**src/rtl/reg_writeback_queue.sv**
```systemverilog
// Ordered write-back queue in front of the register file: two producers (ALU with
// priority over mult/div) push, one entry drains per cycle, and pending values are forwarded.
module reg_writeback_queue #(
  parameter int DEPTH  = 4,
  parameter int ADDR_W = 5,
  parameter int DATA_W = 32
) (
  input  logic                     clock,
  input  logic                     reset,
  input  logic                     aluValid,
  input  logic [ADDR_W-1:0]        aluReg,
  input  logic [DATA_W-1:0]        aluData,
  output logic                     aluReady,
  input  logic                     mduValid,
  input  logic [ADDR_W-1:0]        mduReg,
  input  logic [DATA_W-1:0]        mduData,
  output logic                     mduReady,
  input  logic                     drainEn,
  output logic                     regWrite,
  output logic [ADDR_W-1:0]        writeReg,
  output logic [DATA_W-1:0]        writeData,
  input  logic [ADDR_W-1:0]        fwdReg1,
  input  logic [ADDR_W-1:0]        fwdReg2,
  output logic                     fwdHit1,
  output logic                     fwdHit2,
  output logic [DATA_W-1:0]        fwdData1,
  output logic [DATA_W-1:0]        fwdData2,
  output logic [$clog2(DEPTH):0]   count,
  output logic                     full,
  output logic                     empty
);

  localparam int PTR_W = $clog2(DEPTH);
  localparam int CNT_W = PTR_W + 1;

  typedef logic [PTR_W-1:0] ptr_t;

  logic [ADDR_W-1:0] r_reg  [DEPTH];
  logic [DATA_W-1:0] r_data [DEPTH];
  ptr_t              r_head;
  ptr_t              r_tail;
  logic [CNT_W-1:0]  r_count;

  logic              w_full;
  logic              w_empty;
  logic              w_pop;
  logic              w_space;
  logic              w_alu_fire;
  logic              w_mdu_fire;
  logic              w_push;
  logic [ADDR_W-1:0] w_push_reg;
  logic [DATA_W-1:0] w_push_data;
  ptr_t              w_idx;

  assign w_full  = (r_count == CNT_W'(DEPTH));
  assign w_empty = (r_count == '0);

  // Reset gates every handshake so nothing transfers or drains in a reset cycle.
  assign w_pop   = reset & drainEn & ~w_empty;
  assign w_space = reset & (~w_full | w_pop);

  assign aluReady = w_space;
  assign mduReady = w_space & ~aluValid;

  assign w_alu_fire  = aluValid & w_space;
  assign w_mdu_fire  = mduValid & w_space & ~aluValid;
  assign w_push_reg  = w_alu_fire ? aluReg  : mduReg;
  assign w_push_data = w_alu_fire ? aluData : mduData;
  // Writes to register 0 complete the handshake but are never stored.
  assign w_push      = (w_alu_fire | w_mdu_fire) & (w_push_reg != '0);

  assign regWrite  = w_pop;
  assign writeReg  = w_empty ? '0 : r_reg[r_head];
  assign writeData = w_empty ? '0 : r_data[r_head];

  assign count = r_count;
  assign full  = w_full;
  assign empty = w_empty;

  always_ff @(posedge clock) begin
    if (!reset) begin
      r_head  <= '0;
      r_tail  <= '0;
      r_count <= '0;
    end else begin
      if (w_pop)  r_head <= r_head + ptr_t'(1);
      if (w_push) r_tail <= r_tail + ptr_t'(1);
      case ({w_push, w_pop})
        2'b10:   r_count <= r_count + CNT_W'(1);
        2'b01:   r_count <= r_count - CNT_W'(1);
        default: r_count <= r_count;
      endcase
    end
  end

  // NOTE: the entry array is deliberately left out of reset; count gates every read of it.
  always_ff @(posedge clock) begin
    if (w_push) begin
      r_reg[r_tail]  <= w_push_reg;
      r_data[r_tail] <= w_push_data;
    end
  end

  // Walk from head to tail so a later (younger) match overrides an older one.
  always_comb begin
    fwdHit1  = 1'b0;
    fwdHit2  = 1'b0;
    fwdData1 = '0;
    fwdData2 = '0;
    w_idx    = r_head;
    for (int i = 0; i < DEPTH; i++) begin
      w_idx = r_head + ptr_t'(i);
      if (CNT_W'(i) < r_count) begin
        if (fwdReg1 != '0 && r_reg[w_idx] == fwdReg1) begin
          fwdHit1  = 1'b1;
          fwdData1 = r_data[w_idx];
        end
        if (fwdReg2 != '0 && r_reg[w_idx] == fwdReg2) begin
          fwdHit2  = 1'b1;
          fwdData2 = r_data[w_idx];
        end
      end
    end
  end

endmodule

```
**config.mk**
```make
export PLATFORM = sky130hd
export DESIGN_NAME = reg_writeback_queue
export DESIGN_NICKNAME = d
export VERILOG_FILES = /design/src/rtl/reg_writeback_queue.sv
export SDC_FILE = /design/constraint.sdc
export NUM_CORES = 1
export LEC_CHECK = 0
export CELL_PAD_IN_SITES_DETAIL_PLACEMENT = 1
export CELL_PAD_IN_SITES_GLOBAL_PLACEMENT = 1
export CORE_MARGIN = 5
export CORE_UTILIZATION = 34
export DETAILED_ROUTE_END_ITERATION = 7
export PLACE_DENSITY = 0.68
export REMOVE_ABC_BUFFERS = 1
export SYNTH_ARGS = -nofsm -noshare
export SYNTH_HDL_FRONTEND = slang
export SYNTH_SLANG_ARGS = --single-unit
```
**constraint.sdc**
```tcl
create_clock -name clock -period 6 [get_ports clock]
set_input_delay 1.2 -clock clock [delete_from_list [all_inputs] [get_ports clock]]
set_output_delay 1.2 -clock clock [all_outputs]
set_load 0.05 [all_outputs]
```
==> flow_summary.yaml <==
outcome:
  status: "complete, no violations"
worst_setup_path:
  path_cells: "clkdlybuf4s50_1 > nor4_1 > nor2b_1 > nor4_4 > buf_4 > mux2i_1 > a211oi_1 > buf_4"
  cp_top_family: "buffers and inverters"
  cp-start-kind: "primary input"
  critPathBufInv: 3
  crit_type: "in2out"
  cp.required_ns: 4.80
  end_kind: "primary output"
  path_max_fanout: 24
  path_common_cell: "buf_4"
  cpPeakStageDelay_ns: 0.84
  worstPathArrival_ns: 4.56
  slowest_stage: "nor4_4"
pwr:
  irDropWorstVdd_mv: 0.1628
  power.density_nw_per_um2: 267.4
  p_leak_nw: 4.527
clock_network:
  clockBufferDepth: 2
  cts_tree: "built"
  clock_sinks: 157
  cts_max_level: 4
  clk-insertion-delay-late_ns: 0.43
  clkSlewWorstSetupHoldPaths_ns: 0.06
  cts_resized: 0
  cts-root-buf: "clkbuf_16"
  cts_setup_buffers: 0
  cts-buffers-inserted: 17
  cts_hold_buf: 0
drt:
  dr.pass1.iters: 5
  via_per_inst: 6.117
  wl_um: 41710
  via_count: 9585
  wl_per_cell_um: 26.62
  route.detailed.drc: 0
  final_antenna_net_count: 0
  dr.first_iter.drc_count: 701
sta:
  setup_violations: 0
  fin_setup_tns_ns: 0
  skew_ns: 0.01914
  worst_slack_ns: 0.2360
  worst_pin_slew_ns: 1.201
  min_period_over_period: 0.9607
  slew_headroom: 0.1995
  whs_ns: 0.5791
  period_minus_slack_ns: 5.764
  max_freq_mhz: 173.5
  drv_slew: 0
  rsz0062_at_grt: "no"
  hold_violations: 0
place:
  gp_congestion: 0.8367
  detailed_place_hpwl_um: 27780
  dpl.cell_count: 1536
  io_buffers: 199
  post-place-ws_ns: 0.2948
die:
  coreArea_um2: 34710
  die_w_um: 197.9
  die_h_um: 197.9
  initial_core_util: 0.3458
  rows: 68
  io_pins: 200
  die_area_um2: 39160
synth:
  yosysSeqAreaShare: 0.3852
  syn_avg_cell_area_um2: 12.68
  yosys_warnings: 0
  yosysUniqueCellTypes: 53
  synthAdderAreaFrac: 0.009381
  synth_top_family_by_area: "multiplexers"
  synth_compound_area_frac: 0.08120
  synth_edf_count: 148
  synth-simple-area-share: 0.1112
  syn_area_um2: 12000
  ys_ff_latch: 157
  synth_mux_area_frac: 0.3391
  yosys.area_share.xor_xnor: 0.03325
  syn_inst: 947
  synth_ff_type: "edfxtp_1"
  ys_async_sr_fraction: 0
grt:
  grtUsageTotal: 0.2100
  grt_pass1_vias: 10150
  grt_pass1_wl_um: 62460
  grt_overflow: 0
  grt_max_degree: 59
  antenna_found_initial: 0
cells_and_area:
  n_antenna_cell: 0
  regArea_um2: 4637
  drive_gt1_frac: 0.3049
  stdcell_count: 1567
  nets: 1198
  fill_cells: 3624
  syn_to_final_growth_pct: 24.44
  largest_reg_flops: 128
  multi_input_area_um2: 6989
hold_path:
  hold_class: "reg2reg"
flow_run:
  maxCapViolations: 0
[layer usage]
layer | wire length [um] | global-route usage | vias up
met3 | 3105 | 0.03777 | 60
met1 | 16960 | 0.2766 | 4945
li1 | - | - | 4125
met4 | 824 | 0.06070 | 0
met5 | 0 | 0 | -
met2 | 20820 | 0.3570 | 455
[cell usage in the layout (no fill, tap or decap), types with 38 or more instances in the layout]
cell / synthesis / routed
nand2_1: 38 / 38
edfxtp_1: 148 / 148
mux2_2: 39 / 39
nor2b_1: 39 / 39
mux4_2: 142 / 142
mux2i_1: 38 / 38
nor2_1: 76 / 70
buf_4: 0 / 96
clkdlybuf4s50_1: 0 / 134
o21ai_1: 59 / 59
[worst reg2reg max path, stage by stage (launching register included)]
cell	delay, ns
dfxtp_1	0.37
inv_1	0.15
ha_1	0.19
nand2_1	0.11
o211ai_1	0.24
buf_4	0.34
mux2_2	0.31
o41ai_2	0.12
buf_4	0.20
nor2_4	0.52
buf_4	0.53
[kinds of logic after synthesis]
| group | after synthesis |
|---|---|
| buffers and inverters | 113 |
| adders and majority gates | 9 |
| and+or+nand+nor | 258 |
| muxes | 221 |
| AOI/OAI and AO/OA | 146 |
| xor gates and xnor gates | 43 |
| DFF | 157 |
[area by class of cell]
class	count	share of cell area
clock inverters	14	0.009549
repair buffers	233	0.1421
clock buffers	17	0.02848
multi-input cells	677	0.4679
well taps	455	0.03811
inverters	14	0.003518
flip-flops and latches	157	0.3104
[where the power goes]
part | internal, W | total, W | switching (W)
Sequential | 0.00127 | 0.00135 | 0.0000875
Combinational | 0.000653 | 0.00159 | 0.000933
Clock | 0.000609 | 0.00105 | 0.000446
[synth_stat cells (all sizes together), types with 2 or more instances]
library cell | n | area [um2]
edfxtp | 148 | 4444
nand2 | 38 | 142.6
dfxtp | 9 | 180.2
nor3 | 34 | 170.2
inv | 14 | 52.55
xnor2 | 36 | 337.8
nor2 | 76 | 285.3
or3 | 2 | 12.51
or4 | 2 | 15.01
a211oi | 33 | 252.7
mux2i | 38 | 380.4
a221oi | 31 | 271.5
a21oi | 5 | 25.02
nand4 | 36 | 231.5
o21ai | 66 | 330.3
ha | 9 | 112.6
mux4 | 144 | 3251
nand3 | 4 | 25.02
nand2b | 2 | 12.51
o211ai | 3 | 22.52
nor2b | 39 | 244.0
xor2 | 7 | 61.31
o21a | 2 | 15.01
mux2 | 39 | 439.2
buf | 31 | 180.2
clkbuf | 68 | 255.2
nor4 | 6 | 58.80
and2 | 12 | 75.08
[path summary, 6_finish.rpt]
path	end	depth (start not counted)	from	slack (ns)
worst max register to register	r_data[3][20]	10	count[1]	2.56
worst min register to register	r_tail[1]	2	r_tail[1]	0.58
worst min-delay path	r_tail[1]	2	r_tail[1]	0.58
worst max-delay path	fwdData1[15]	8	fwdReg1[0]	0.24
[through the flow]
stage          total power [W]  area, um2  utilization
2_1_floorplan         0.002474      11570            -
3_3_place_gp          0.002948      14370       0.4140
3_5_place_dp          0.002965      14370       0.4140
4_1_cts               0.004025      14940       0.4303
5_1_grt               0.004167      14940       0.4303
6_report              0.003995      14940       0.4303
(Power assumes the default switching activity.)
